File: config.mk
export PLATFORM = sky130hd
export DESIGN_NAME = alu_issue_stage
export DESIGN_NICKNAME = d
export VERILOG_FILES = /design/src/rtl/alu_issue_stage_pkg.sv /design/src/rtl/alu_issue_stage_ctrl_dec.sv /design/src/rtl/alu_issue_stage.sv
export SDC_FILE = /design/constraint.sdc
export NUM_CORES = 1
export LEC_CHECK = 0
export CAP_MARGIN = 30
export CORE_UTILIZATION = 48
export CTS_CLUSTER_SIZE = 8
export DETAILED_ROUTE_END_ITERATION = 6
export GPL_ROUTABILITY_DRIVEN = 0
export PLACE_DENSITY = 0.8
export SYNTH_ARGS = -nofsm -noshare
export SYNTH_HDL_FRONTEND = slang
export SYNTH_SLANG_ARGS = --single-unit
File: constraint.sdc
create_clock -name clk -period 2.7 [get_ports clk]
set_input_delay 0.54 -clock clk [delete_from_list [all_inputs] [get_ports clk]]
set_output_delay 0.54 -clock clk [all_outputs]
set_load 0.005 [all_outputs]
File: src/rtl/alu_issue_stage_pkg.sv
// Shared definitions for the ID/EX issue stage: ALU control codes, alu_op
// classes and the default operand width. Also meant to be imported by the ALU.
package alu_issue_stage_pkg;

  localparam int XLEN_DEFAULT = 64;

  // 4-bit ALU control codes understood by the downstream ALU
  typedef enum logic [3:0] {
    ALU_AND = 4'b0000,
    ALU_OR  = 4'b0001,
    ALU_ADD = 4'b0010,
    ALU_SUB = 4'b0110
  } alu_ctrl_e;

  // Instruction class coming from the main decoder
  typedef enum logic [1:0] {
    ALUOP_MEM   = 2'b00,
    ALUOP_BR    = 2'b01,
    ALUOP_ARITH = 2'b10,
    ALUOP_RSVD  = 2'b11
  } alu_op_e;

  localparam logic [2:0] F3_ADD_SUB = 3'b000;
  localparam logic [2:0] F3_OR      = 3'b110;
  localparam logic [2:0] F3_AND     = 3'b111;

endpackage

File: src/rtl/alu_issue_stage_ctrl_dec.sv
// alu_ctrl_dec: combinational translation of alu_op / funct fields into the
// 4-bit ALU control code. Encodings with no defined meaning are flagged as
// illegal and fall back to ADD so the pipeline still issues something benign.
module alu_ctrl_dec
  import alu_issue_stage_pkg::*;
(
  input  logic [1:0] alu_op,
  input  logic [2:0] funct3,
  input  logic       funct7_30,
  input  logic       alu_src,
  output logic [3:0] alu_c,
  output logic       illegal
);

  // Map instruction class and funct fields onto an ALU operation
  always_comb begin
    // NOTE: every output gets a default first so no path through the case leaves it unassigned (no latch).
    alu_c   = ALU_ADD;
    illegal = 1'b0;
    case (alu_op)
      ALUOP_MEM: alu_c = ALU_ADD;
      ALUOP_BR:  alu_c = ALU_SUB;
      ALUOP_ARITH: begin
        case (funct3)
          // Immediate forms never subtract: bit 30 is part of the immediate there
          F3_ADD_SUB: alu_c = (funct7_30 && !alu_src) ? ALU_SUB : ALU_ADD;
          F3_AND:     alu_c = ALU_AND;
          F3_OR:      alu_c = ALU_OR;
          default:    illegal = 1'b1;
        endcase
      end
      default: illegal = 1'b1;
    endcase
  end

endmodule

File: src/rtl/alu_issue_stage.sv
// alu_issue_stage: ID/EX issue stage in front of the ALU. Decodes alu_c,
// selects operand 2 and queues {in1, in2, alu_c} in a 2-entry FIFO skid
// buffer so EX backpressure never drops or reorders an accepted operation.
// s_ready is registered, so there is no combinational path from m_ready.
// Optional build macro ALU_OP_CHECK_EN: store an illegal-encoding flag per
// entry and expose it on op_err for the head entry.
module alu_issue_stage
  import alu_issue_stage_pkg::*;
#(
  parameter int XLEN = XLEN_DEFAULT
) (
  input  logic            clk,
  input  logic            rst_n,
  input  logic            s_valid,
  output logic            s_ready,
  input  logic [XLEN-1:0] rs1_data,
  input  logic [XLEN-1:0] rs2_data,
  input  logic [XLEN-1:0] imm,
  input  logic            alu_src,
  input  logic [1:0]      alu_op,
  input  logic [2:0]      funct3,
  input  logic            funct7_30,
  output logic            m_valid,
  input  logic            m_ready,
  output logic [XLEN-1:0] in1,
  output logic [XLEN-1:0] in2,
`ifdef ALU_OP_CHECK_EN
  output logic [3:0]      alu_c,
  output logic            op_err
`else
  output logic [3:0]      alu_c
`endif
);

  logic [XLEN-1:0] r_in1_mem   [2];
  logic [XLEN-1:0] r_in2_mem   [2];
  logic [3:0]      r_alu_c_mem [2];
  logic            r_wr_ptr;
  logic            r_rd_ptr;
  logic [1:0]      r_count;
  logic            r_s_ready;

  logic [3:0]      w_alu_c;
  logic            w_illegal;
  logic [XLEN-1:0] w_in2_sel;
  logic            w_push;
  logic            w_pop;
  logic [1:0]      w_count_nxt;
  logic            w_out_idx;

  alu_ctrl_dec u_ctrl_dec (
    .alu_op    (alu_op),
    .funct3    (funct3),
    .funct7_30 (funct7_30),
    .alu_src   (alu_src),
    .alu_c     (w_alu_c),
    .illegal   (w_illegal)
  );

  assign w_in2_sel = alu_src ? imm : rs2_data;
  assign w_push    = s_valid & r_s_ready;
  assign w_pop     = m_valid & m_ready;
  assign m_valid   = (r_count != 2'd0);
  assign s_ready   = r_s_ready;

  // When empty, point at the entry just popped so the outputs hold their last value
  assign w_out_idx = m_valid ? r_rd_ptr : ~r_rd_ptr;
  assign in1       = r_in1_mem[w_out_idx];
  assign in2       = r_in2_mem[w_out_idx];
  assign alu_c     = r_alu_c_mem[w_out_idx];

  // Occupancy after this cycle's transfers; simultaneous in+out leaves it unchanged
  always_comb begin
    w_count_nxt = r_count;
    if (w_push && !w_pop) begin
      w_count_nxt = r_count + 2'd1;
    end else if (w_pop && !w_push) begin
      w_count_nxt = r_count - 2'd1;
    end
  end

  // Pointers, occupancy and the registered ready flag
  always_ff @(posedge clk or negedge rst_n) begin
    if (!rst_n) begin
      // NOTE: sequential state uses non-blocking assignments so every flop samples pre-edge values.
      r_wr_ptr  <= 1'b0;
      r_rd_ptr  <= 1'b0;
      r_count   <= 2'd0;
      r_s_ready <= 1'b1;
    end else begin
      if (w_push) r_wr_ptr <= ~r_wr_ptr;
      if (w_pop)  r_rd_ptr <= ~r_rd_ptr;
      r_count   <= w_count_nxt;
      r_s_ready <= (w_count_nxt != 2'd2);
    end
  end

  // Entry storage, written at the tail on every accepted operation
  always_ff @(posedge clk or negedge rst_n) begin
    if (!rst_n) begin
      // NOTE: the storage is reset because the outputs read it directly and must show zero after reset.
      for (int i = 0; i < 2; i++) begin
        r_in1_mem[i]   <= '0;
        r_in2_mem[i]   <= '0;
        r_alu_c_mem[i] <= 4'b0000;
      end
    end else if (w_push) begin
      r_in1_mem[r_wr_ptr]   <= rs1_data;
      r_in2_mem[r_wr_ptr]   <= w_in2_sel;
      r_alu_c_mem[r_wr_ptr] <= w_alu_c;
    end
  end

`ifdef ALU_OP_CHECK_EN
  logic r_err_mem [2];

  // Per-entry illegal-encoding flag travelling alongside the operands
  always_ff @(posedge clk or negedge rst_n) begin
    if (!rst_n) begin
      r_err_mem[0] <= 1'b0;
      r_err_mem[1] <= 1'b0;
    end else if (w_push) begin
      r_err_mem[r_wr_ptr] <= w_illegal;
    end
  end

  assign op_err = m_valid & r_err_mem[r_rd_ptr];
`else
  // Illegal encodings still issue as ADD; the flag itself has no consumer here
  logic w_illegal_unused;
  assign w_illegal_unused = w_illegal;
`endif

endmodule

# Word-level counts from Yosys, hierarchy flattened
# Cells that the tools add are included.
# Widths: inputs -> output; s select.
classes:
  add_sub_neg: 2
  order_cmp: 3
  eq_ne: 5
  muxes: 23
  bitwise: 6
  reduce_logical: 9
ops:
  columns: ["op", "count"]
  rows:
  - ["$mux 64", 8]
  - ["$bwmux 128", 2]
  - ["$demux 64 s1", 1]
  - ["$mux 4", 4]
  - ["$pmux 4 s3", 1]
  - ["$bwmux 8", 1]
  - ["$pmux 4 s2", 1]
  - ["$eq 3x3->1 const B", 2]
  - ["$demux 4 s1", 1]
  - ["$ge 2x2->1 const B", 2]
  - ["$logic_and 1x1->1", 4]
  - ["$mux 2", 2]
  - ["$not 1->2", 2]
  - ["$logic_not 1->1", 3]
  - ["$logic_not 3->1", 1]
  - ["$mux 3", 1]
  - ["$add 2x1->2 const B", 1]
  - ["$and 1x1->1", 2]
  - ["$eq 2x1->1 const B", 1]
  - ["$eq 2x2->1 const B", 1]
  - ["$lt 2x1->1 const B", 1]
  - ["$ne 2x2->1 const B", 1]
  - ["$not 1->1", 2]
  - ["$reduce_bool 2->1", 1]
  - ["2 further kinds", 2]
word_totals:
  reg_bits: 269
  in_bits: 203
  out_inout_bits: 134

# Logic depth before layout (Yosys ltp)
depth:
  depth_word: 6
  mapped_depth: 6

# Modules after synthesis
# From an unflattened synthesis, not the netlist that was laid out.
hier_totals:
  cells_unflattened: 961
  area_unflattened_um2: 12234.2
modules_own_cells:
  columns: ["mod", "n_inst", "cells_each", "area_each_um2", "seq_area_each_um2"]
  rows:
  - ["alu_issue_stage", 1, 946, 12109.1, 6732.7]
  - ["alu_ctrl_dec", 1, 15, 125.1, 0.0]

# Least setup slack after synthesis
# OpenSTA, ideal clock, no wires.
synth_timing:
  kind: "reg2out"
  from: "reg r_count[0]"
  to: "out alu_c[0]"
  arrival_time_ns: 1.623
  required_time_ns: 2.160
  slack_ns: 0.537
  path_stages_with_launch: 7
  n_path_buf: 2
  cell_sequence: "dfrtp_1 > inv_1 > ha_1 > xnor2_1 > buf_4 > buf_6 > mux2_1"
synth_between:
  elab_chain_cells: 6
synth_rtl:
  columns: ["element", "line", "source"]
  rows:
  - ["from (decl)", "alu_issue_stage.sv:40", "logic [1:0] r_count;"]
  - ["from (signal assigned)", "alu_issue_stage.sv:93", "r_count <= w_count_nxt;"]
  - ["$reduce_bool 2->1", "alu_issue_stage.sv:63", "assign m_valid = (r_count != 2'd0);"]
  - ["$mux 1", "alu_issue_stage.sv:67", "assign w_out_idx = m_valid ? r_rd_ptr : ~r_rd_ptr;"]
  - ["$not 1->2 (implied by the code)", "alu_issue_stage.sv:70", "assign alu_c = r_alu_c_mem[w_out_idx];"]
  - ["$mux 4 (implied by the code) (3 in a row)", "alu_issue_stage.sv:70", null]
  - ["to (decl)", "alu_issue_stage.sv:31", "output logic [3:0] alu_c"]
# No other way between the ends. The select of a mux whose other input is x is not followed.

# Final worst setup path
layout_timing:
  from: "reg r_count[1]"
  to: "out alu_c[2]"
# The elaborated chain is that of the path after synthesis.

==> run summary <==
STATUS
--------------------------------------------------------------------------------------------------
Status                                                                                finished with violations
Violations in the final reports                                                       setup timing

WORST SETUP PATH
--------------------------------------------------------------------------------------------------
Cell type of the slowest stage on the worst timing path                                    dfrtp_1
Largest fanout on the critical path                                                              8
Startpoint type of the worst setup path                                                       flop
Buffers plus inverters on the worst setup path                                                   7
Worst Setup Path Type                                                                      reg2out
Family of cells with the greatest summed delay on the critical path                   buffers and inverters
Most prevalent standard cell on the critical path                                           buf_12
Crit. End Element                                                                     primary output
Worst Reg2Reg Path Length in Cells                                                               5
Critical path's largest stage delay                                                        0.36 ns
Cells along the critical path                                                         inv_2 -> ha_4 -> xnor2_2 -> buf_4 -> buf_12 -> buf_12 -> buf_12 -> buf_16 -> mux2_4 -> buf_6
Data arrival at the endpoint of the critical path                                          2.35 ns
Worst-case register-to-register setup slack                                                0.85 ns
Worst path required time                                                                   2.16 ns
Worst reg2reg endpoint                                                                r_in2_mem[29]$_DFFE_PN0P_
Reg-to-Reg Start                                                                      s_ready$_DFF_PN1_

LOGIC SYNTHESIS
--------------------------------------------------------------------------------------------------
Most frequent cell after synthesis                                                         dfrtp_1
Seq/Total Area, Yosys                                                                        54.1%
Mapped Area                                                                           0.0123 sq mm
Synth top area share                                                                         53.9%
Flip-flop cell with the highest count after synthesis                                      dfrtp_1
Synth Warn #                                                                                     0
FF+latch count, synth                                                                          267
Commonest cells post-synth                                                            dfrtp_1 (266), nand2_1 (138), o21ai_0 (132)
Most area-consuming cells after synthesis                                             dfrtp_1 (54%), mux2_1 (9.2%), mux2_4 (8.5%), mux2_2 (8.2%), o21ai_0 (5.3%)
Net count after synthesis                                                                     1161
Top cell type by total area after synthesis                                                dfrtp_1
Number of enable-type register cells in the synthesized netlist                                  0
Cells after Synth                                                                              955
Proportion of register bits with asynchronous set or reset after synthesis                    100%
Number of distinct library cells after synthesis                                                28
Synthesized area per cell                                                               12.9 sq um

PWR
--------------------------------------------------------------------------------------------------
Areal power density over the cells                                                    1490 mW/mm^2
Largest voltage drop on the vdd net                                                        1130 uV
Leak                                                                                    0.00872 uW

ROUTING
--------------------------------------------------------------------------------------------------
Vias                                                                                          9069
Violation count after the first detailed-route iteration                                       464
Total Routed Length                                                                   34600 microns
Count of nets left with antenna violations after detail routing                                  0
DRC violations left                                                                              0
Vias per cell                                                                                 5.36
First-pass iteration count of the detailed router                                                4
Routed wire per std cell                                                              20.5 microns

STA
--------------------------------------------------------------------------------------------------
Worst slew pin tran                                                                       0.638 ns
Worst slew slack as a fraction of its limit                                                  57.5%
Highest achievable clock rate                                                              346 MHz
Number of max-slew violations in the final report                                                0
Final Hold Violating Endpoints                                                                   0
Worst clock skew                                                                        0.00781 ns
Aggregate negative setup slack                                                           -10.66 ns
Period Utilization, post-route                                                                107%
Setup repair after global routing missed its margin                                            yes
Final count of negative-setup-slack endpoints                                                  100
Time the final worst path needs with I/O delays and setup                                  2.89 ns
PnR worst setup slack                                                                    -0.190 ns

PLACED DESIGN
--------------------------------------------------------------------------------------------------
Pre-CTS WS                                                                              -0.0248 ns
Quantity of I/O buffers inserted on ports                                                      335
Post-DP HPWL                                                                          22000 microns

GLOBAL ROUTING
--------------------------------------------------------------------------------------------------
Via count of the first global-routing pass                                                   10.0k
All-layer global routing usage                                                               26.5%
Largest net degree at the start of global routing                                               80
Leftover overflow at the end of global routing                                                   0
Global-route wire length before repair                                                54100 microns
Initial antenna violation count                                                                  1

FLOORPLANNING
--------------------------------------------------------------------------------------------------
Area of the die                                                                       0.0264 sq mm
Io pins                                                                                        337
Initial core utilization                                                                     49.0%
Core area                                                                             0.0252 sq mm
Width of the die                                                                       162 microns
Floorplan die height                                                                   162 microns
Number of rows in the core area                                                                 58

CELLS AND AREA
--------------------------------------------------------------------------------------------------
Layout Area Growth over Synthesis                                                            47.8%
Fraction of layout instances using a drive strength above 1                                  36.0%
Antenna Cells                                                                                    0
Count of fill cells added during filler insertion                                             1657
Net count reported at finish                                                                  1560

CLOCKING
--------------------------------------------------------------------------------------------------
Clock tree from TritonCTS                                                                      yes
Deepest clock path buffer count                                                                  3
Clock tree root buffer cell                                                              clkbuf_16
Clock network latency to the later pin of the worst-skew pair                              0.50 ns
CTS H-tree lvls                                                                                  2
Clock transition time at the flip-flop clock pins of the worst setup and hold paths        0.05 ns
Cts hold-fix bufs                                                                                0
Num Clock Sinks                                                                                267
Inserted Clock Buffers                                                                          39

JOB
--------------------------------------------------------------------------------------------------
Number of max-capacitance violations reported                                                    0

WORST HOLD PATH
--------------------------------------------------------------------------------------------------
HP Class                                                                                  in2async

[placed cells by master, fill, tap and decap left out, types with 2 or more instances in the layout]
cell type        netlist  routed
clkbuf_1              23       8
o31ai_1                2       2
inv_2                  0       2
mux2_4                70     166
clkdlybuf4s50_1        0     202
clkdlybuf4s15_2        0       2
clkdlybuf4s15_1        0      19
mux2_2                90      74
clkbuf_16              0      42
mux2_1               101      21
buf_16                 0      10
buf_2                 19      25
buf_12                 0      21
ha_1                   3       2
inv_1                  5       3
buf_6                 20      83
mux2i_1               65      65
buf_4                  2      43
a21oi_1                3       3
buf_8                  0       3
o21ai_0              132     132
xnor2_1                4       3
dfrtp_1              266     266
nand2_1              138     138
clkbuf_2               0      13
[worst max path at each step]
| stage | startpoint | end | slack, ns | cells after the start |
|---|---|---|---|---|
| after floorplan | r_count[0]$_DFF_PN0_ | alu_c[0] | 0.54 | 6 |
| after global placement | r_count[1]$_DFF_PN0_ | in2[24] | 0.01 | 7 |
| after detailed placement | r_count[1]$_DFF_PN0_ | in2[5] | -0.02 | 7 |
| after CTS | r_count[1]$_DFF_PN0_ | in2[2] | -0.25 | 9 |
| after global routing | r_count[0]$_DFF_PN0_ | alu_c[2] | -0.25 | 10 |
| final | r_count[1]$_DFF_PN0_ | alu_c[2] | -0.19 | 10 |
[logic make-up (layout without fill, tap and decap cells)]
kind of cell / count (synthesis) / after routing / synth area share (%)
AO/OA/AOI/OAI: 139 / 139 / 5.71
AND/OR/NAND/NOR: 146 / 146 / 4.79
other: 1 / 1 / 0.0304
buffers and inverters: 69 / 477 / 3.57
adder cells (fa/ha/maj): 3 / 3 / 0.304
flip-flops: 267 / 267 / 54.1
XOR/XNOR: 4 / 4 / 0.284
multiplexers: 326 / 326 / 31.2
[timing repair]
item | 4_1_cts | 5_1_grt
setup buffers | 35 | 4
gates resized for setup | 609 | 64
hold endpoints to repair | 0 | 0
cloned | 11 | 1
pin swaps | 2 | 1
setup endpoints to repair | 131 | 127
[final cells by class]
type	instances	area [sq um]	share of cell area, %
multi-input combinational	619	5610	30.7
timing repair buffer	422	4450	24.4
inverter	5	18.8	0.103
tap	330	413	2.26
sequential	267	6680	36.6
clock inverter	1	30.0	0.164
clock buffer	49	1060	5.78
[flip-flops by register name (all words and copies together) (netlist names)]
register / cells
r_alu_c_mem: 6
r_rd_ptr: 1
r_in1_mem: 128
r_in2_mem: 128
s_ready: 1
r_wr_ptr: 1
r_count: 2
[layer usage]
metal	global-route usage (%)	wire length [microns]	vias up
met2	45.6	17400	339
li1	-	-	4124
met1	32.5	14000	4510
met3	4.91	1870	94
met4	11.0	1350	2
met5	0	12	-
[through the flow]
| step | instances | utilization [%] | total power [uW] | hold WS, ns | instance area [sq um] |
|---|---|---|---|---|---|
| final | 1693 | 72.5 | 27200 | 0.0284 | 18300 |
| after global routing | 1693 | 72.5 | 28600 | 0.0683 | 18300 |
| after floorplan | 955 | - | 13000 | 0.244 | 12300 |
| after CTS | 1693 | 72.5 | 26900 | 0.0403 | 18300 |
| after global placement | 1598 | 64.5 | 18700 | 0.453 | 16200 |
| after detailed placement | 1598 | 64.5 | 18900 | 0.464 | 16200 |
[where the power goes]
| group | internal [uW] | switching, uW |
|---|---|---|
| Sequential | 5990 | 1260 |
| Combinational | 9940 | 5610 |
| Clock | 2780 | 1610 |
| Total | 18700 | 8480 |
(Power assumes the default switching activity.)
==> RTL change 1: new RTL, same settings <==
Set the package constant `XLEN_DEFAULT` to 96 (it was 64).
--- a/src/rtl/alu_issue_stage_pkg.sv
+++ b/src/rtl/alu_issue_stage_pkg.sv
@@ -4,3 +4,3 @@
 
-  localparam int XLEN_DEFAULT = 64;
+  localparam int XLEN_DEFAULT = 96;
 
Ports: changed (5 resized); port bits go from 337 to 497. The function was not compared with the original's and may differ.
==> RTL change 1 against the original RTL <==
- count of clock-buffer cells in the layout rose by 16
- clock skew rose by 0.0069 ns
- largest cell class unchanged
- wire length rose by 59%
- area after synthesis rose by 44%
- highest routed layer unchanged
- largest power group unchanged
- cell area rose by 49%
- the run still ends with setup timing left
- sequential cell count rose by 128
- worst setup slack got worse by 0.11 ns
- combinational power rose by 71%
- total power rose by 60%
- non-clock buffer count rose by 262
==> RTL change 1: results (changes against the original RTL) <==
Status
  – Outcome: finished, violations left
  – Failing checks: setup timing

Place
  – DP Wirelength: 33400 um (+52%)
  – Placed inst area: 23500 um^2 (+44%)
  – Placement Setup Slack: 0.00588 ns (+0.0307 ns)
  – IO buf count: 495 (+48%)
  – Placed cell count: 2319 (+45%)

Yosys
  – Synth Net Count: 1709 (+47%)
  – Xor-xnor portion of the synthesized cell area: 0.147% (-0.14 points)
  – Compound-Gate Fraction of Synth Area: 5.84% (+0.12 points)
  – Largest cells by area after synthesis: dfrtp_1 (55%), mux2_2 (22%), o21ai_0 (5.5%), mux2i_1 (5.5%), nand2_1 (4.3%)
  – Adder-Cell Fraction of Synth Area: 0.211% (-0.093 points)
  – Cells after Synth: 1407 (+47%)
  – Yosys cell types: 26 (-7.1%)
  – Most common library cells after synthesis: dfrtp_1 (394), mux2_2 (351), nand2_1 (205)
  – Dominant synthesized flop cell: dfrtp_1
  – Mux contribution to synthesized area: 30.7% (-0.52 points)

Routing
  – DRT iter0 DRCs: 598 (+29%)
  – WL final: 54900 um (+59%)
  – Via-per-instance ratio: 5.39 (+0.71%)
  – Routed wl met3: 3630 um (+94%)
  – Metal1 wirelength: 20500 um (+46%)

Cells and area
  – Top flop regs: r_in1_mem: 192 flops, r_in2_mem: 192 flops, r_alu_c_mem: 6 flops
  – Fin nets: 2352 (+51%)
  – Final std cells w/o fill: 2536 (+50%)
  – Fillers: 2215 (+34%)

STA
  – WHS: 0.475 ns (+0.447 ns)
  – Clk_skew: 0.0147 ns (+0.00688 ns)
  – Final setup viols: 194 (+94%)
  – Slew HR: 59.6% (+2.1 points)
  – PnR worst setup slack: -0.301 ns (-0.111 ns)
  – Setup_tns: -31.70 ns (-21.04 ns)

Global routing
  – Vias in the first global route: 14.3k (+43%)
  – First-pass GRT wire length: 79600 um (+47%)
  – Largest net degree at the start of global routing: 116 (+45%)
  – Met1 GRT Util: 30.6% (-1.9 points)
  – Gr usage total: 27.0% (+0.56 points)
  – Met3 usage: 7.04% (+2.1 points)
  – Antenna violations before repair: 7 (+6)
  – Met2 GRT Util: 46.9% (+1.3 points)

Power
  – LEAKAGE: 12.9 nW (+48%)
  – Max VDD drop: 1180 uV (+4.4%)

CTS
  – Post-CTS Hold Fix Bufs: 1 (+1)
  – CTS resizes: 549 (-9.9%)
  – Post-CTS setup buffers: 55 (+57%)
  – Worst-Skew Late Latency: 0.58 ns (+0.08 ns)
  – Root Driver: clkbuf_16
  – Cts bufs inserted: 55 (+41%)

Critical path
  – Arrival @ worst endpoint: 2.46 ns (+0.11 ns)
  – FF-to-FF setup slack: 0.87 ns (+0.02 ns)
  – Max FO, Critical Path: 4 (-4)
  – Reg2reg end: r_in1_mem[187]$_DFFE_PN0P_
  – Slowest stage delay, CP: 0.35 ns
## RTL change 1: where the power goes
| part | switching [mW] | internal, mW |
|---|---|---|
| clock network | 2.47 | 3.61 |
| logic | 9.49 | 17.0 |
| registers | 1.90 | 8.86 |
## RTL change 1: final cells by class
type	instances	area, um^2	area share, %
Sequential cell	395	9890	36.3
Multi-Input combinational cell	909	8080	29.7
Timing Repair Buffer	684	7190	26.4
Clock buffer	65	1410	5.19
Tap cell	468	586	2.15
Clock inverter	4	33.8	0.124
Inverter	5	18.8	0.0689
Antenna cell	6	15.0	0.0552
## RTL change 1: worst max path at each step
stage,start,slack [ns],cells after the start,end
finish,r_count[0]$_DFF_PN0_,-0.30,11,in1[36]
global route,r_count[0]$_DFF_PN0_,-0.39,11,in1[36]
CTS,r_count[1]$_DFF_PN0_,-0.48,8,in2[58]
detailed placement,r_count[0]$_DFF_PN0_,0.006,7,in2[87]
global placement,r_count[0]$_DFF_PN0_,0.03,7,in1[75]
floorplan,r_count[0]$_DFF_PN0_,0.40,6,in1[43]
==> RTL change 2: new RTL, same settings <==
Without the edit above. Build with the macro `ALU_OP_CHECK_EN` defined.
--- a/src/rtl/alu_issue_stage.sv
+++ b/src/rtl/alu_issue_stage.sv
@@ -6,2 +6,4 @@
 // entry and expose it on op_err for the head entry.
+`define ALU_OP_CHECK_EN
+
 module alu_issue_stage
Function (old outputs only; new: op_err): no difference found for any inputs over 4 cycles, from zero or initial values and one cycle with rst_n low; that may be too few to reach the edited logic, so the function may still have changed.
==> RTL change 2 against the original RTL <==
- the run still ends with setup timing left
- total power is 11% higher
- utilization is 4.3 points higher
- count of clock-buffer cells in the layout is 1 higher
- area after synthesis down 1.8%
- sequential cell count up 2
- critical path depth up 1
- wire length rose by 6.3%
- worst setup slack worse by 0.056 ns
- cell area is 3.2% higher
- combinational power increased by 19%
==> RTL change 2: results (changes against the original RTL) <==
Global routing
  – Largest net degree at the start of global routing: 87 (+8.8%)
  – Met1 GRT Util: 31.6% (-0.94 points)
  – Met2 GRT Util: 44.5% (-1.2 points)

STA
  – Final setup viols: 122 (+22%)
  – PnR worst setup slack: -0.246 ns (-0.0559 ns)
  – Setup_tns: -13.47 ns (-2.81 ns)
  – WHS: 0.0361 ns (+0.00762 ns)
  – Clk_skew: 0.0125 ns (+0.00465 ns)

CTS
  – CTS sink cnt: 269 (+0.75%)
  – Post-CTS setup buffers: 46 (+31%)

Yosys
  – Cells after Synth: 972 (+1.8%)
  – Largest cells by area after synthesis: dfrtp_1 (55%), mux2_2 (23%), o21ai_0 (5.7%), mux2i_1 (5.4%), nand2_1 (4.4%)
  – Adder-Cell Fraction of Synth Area: 0.413% (+0.11 points)
  – Synth Net Count: 1179 (+1.6%)
  – Area of the mapped netlist: 12100 um^2 (-1.8%)
  – Seq/Total Area, Yosys: 55.5% (+1.4 points)

Critical path
  – Reg2reg end: r_in1_mem[116]$_DFFE_PN0P_
  – Arrival @ worst endpoint: 2.41 ns (+0.06 ns)
  – Max FO, Critical Path: 4 (-4)

Status
  – Outcome: finished, violations left
  – Failing checks: setup timing

Cells and area
  – #MultiIn Comb: 632 (+2.1%)
  – Sequential share of cell area: 35.7% (-0.88 points)

Routing
  – Metal1 wirelength: 14300 um (+2.4%)
  – Via-per-instance ratio: 5.31 (-0.79%)
  – WL final: 36800 um (+6.3%)
  – Routed via count: 9348 (+3.1%)
  – Total iterations of the first detailed-routing run: 5 (+1)

Power
  – Internal Pwr Total: 20.7 mW (+10%)
  – Comb pwr: 18.4 mW (+19%)

Place
  – Placement Setup Slack: 0.0289 ns (+0.0537 ns)
  – Placed inst area: 16000 um^2 (-1.6%)
  – IO buf count: 336 (+0.30%)
RTL change 2: changes by cell type in the layout (fill, tap and decap cells not counted), moves of 6 or more:
| cell | delta |
|---|---|
| mux2_4 | -38 |
| buf_2 | -24 |
| clkbuf_2 | +14 |
| mux2_2 | +57 |
| buf_16 | -8 |
| buf_8 | +8 |
| mux2_1 | -21 |
| clkdlybuf4s15_1 | -18 |
| buf_6 | +78 |
| o21ai_0 | +6 |
RTL change 2: worst max path at each step:
stage	slack, ns	start	to
3_5_place_dp	0.03	r_count[0]$_DFF_PN0_	in2[62]
5_1_grt	-0.29	r_count[0]$_DFF_PN0_	in1[30]
4_1_cts	-0.29	r_count[0]$_DFF_PN0_	in2[42]
6_report	-0.25	r_count[0]$_DFF_PN0_	in1[30]
3_3_place_gp	0.03	r_count[0]$_DFF_PN0_	in2[62]
2_1_floorplan	0.51	r_count[0]$_DFF_PN0_	alu_c[0]
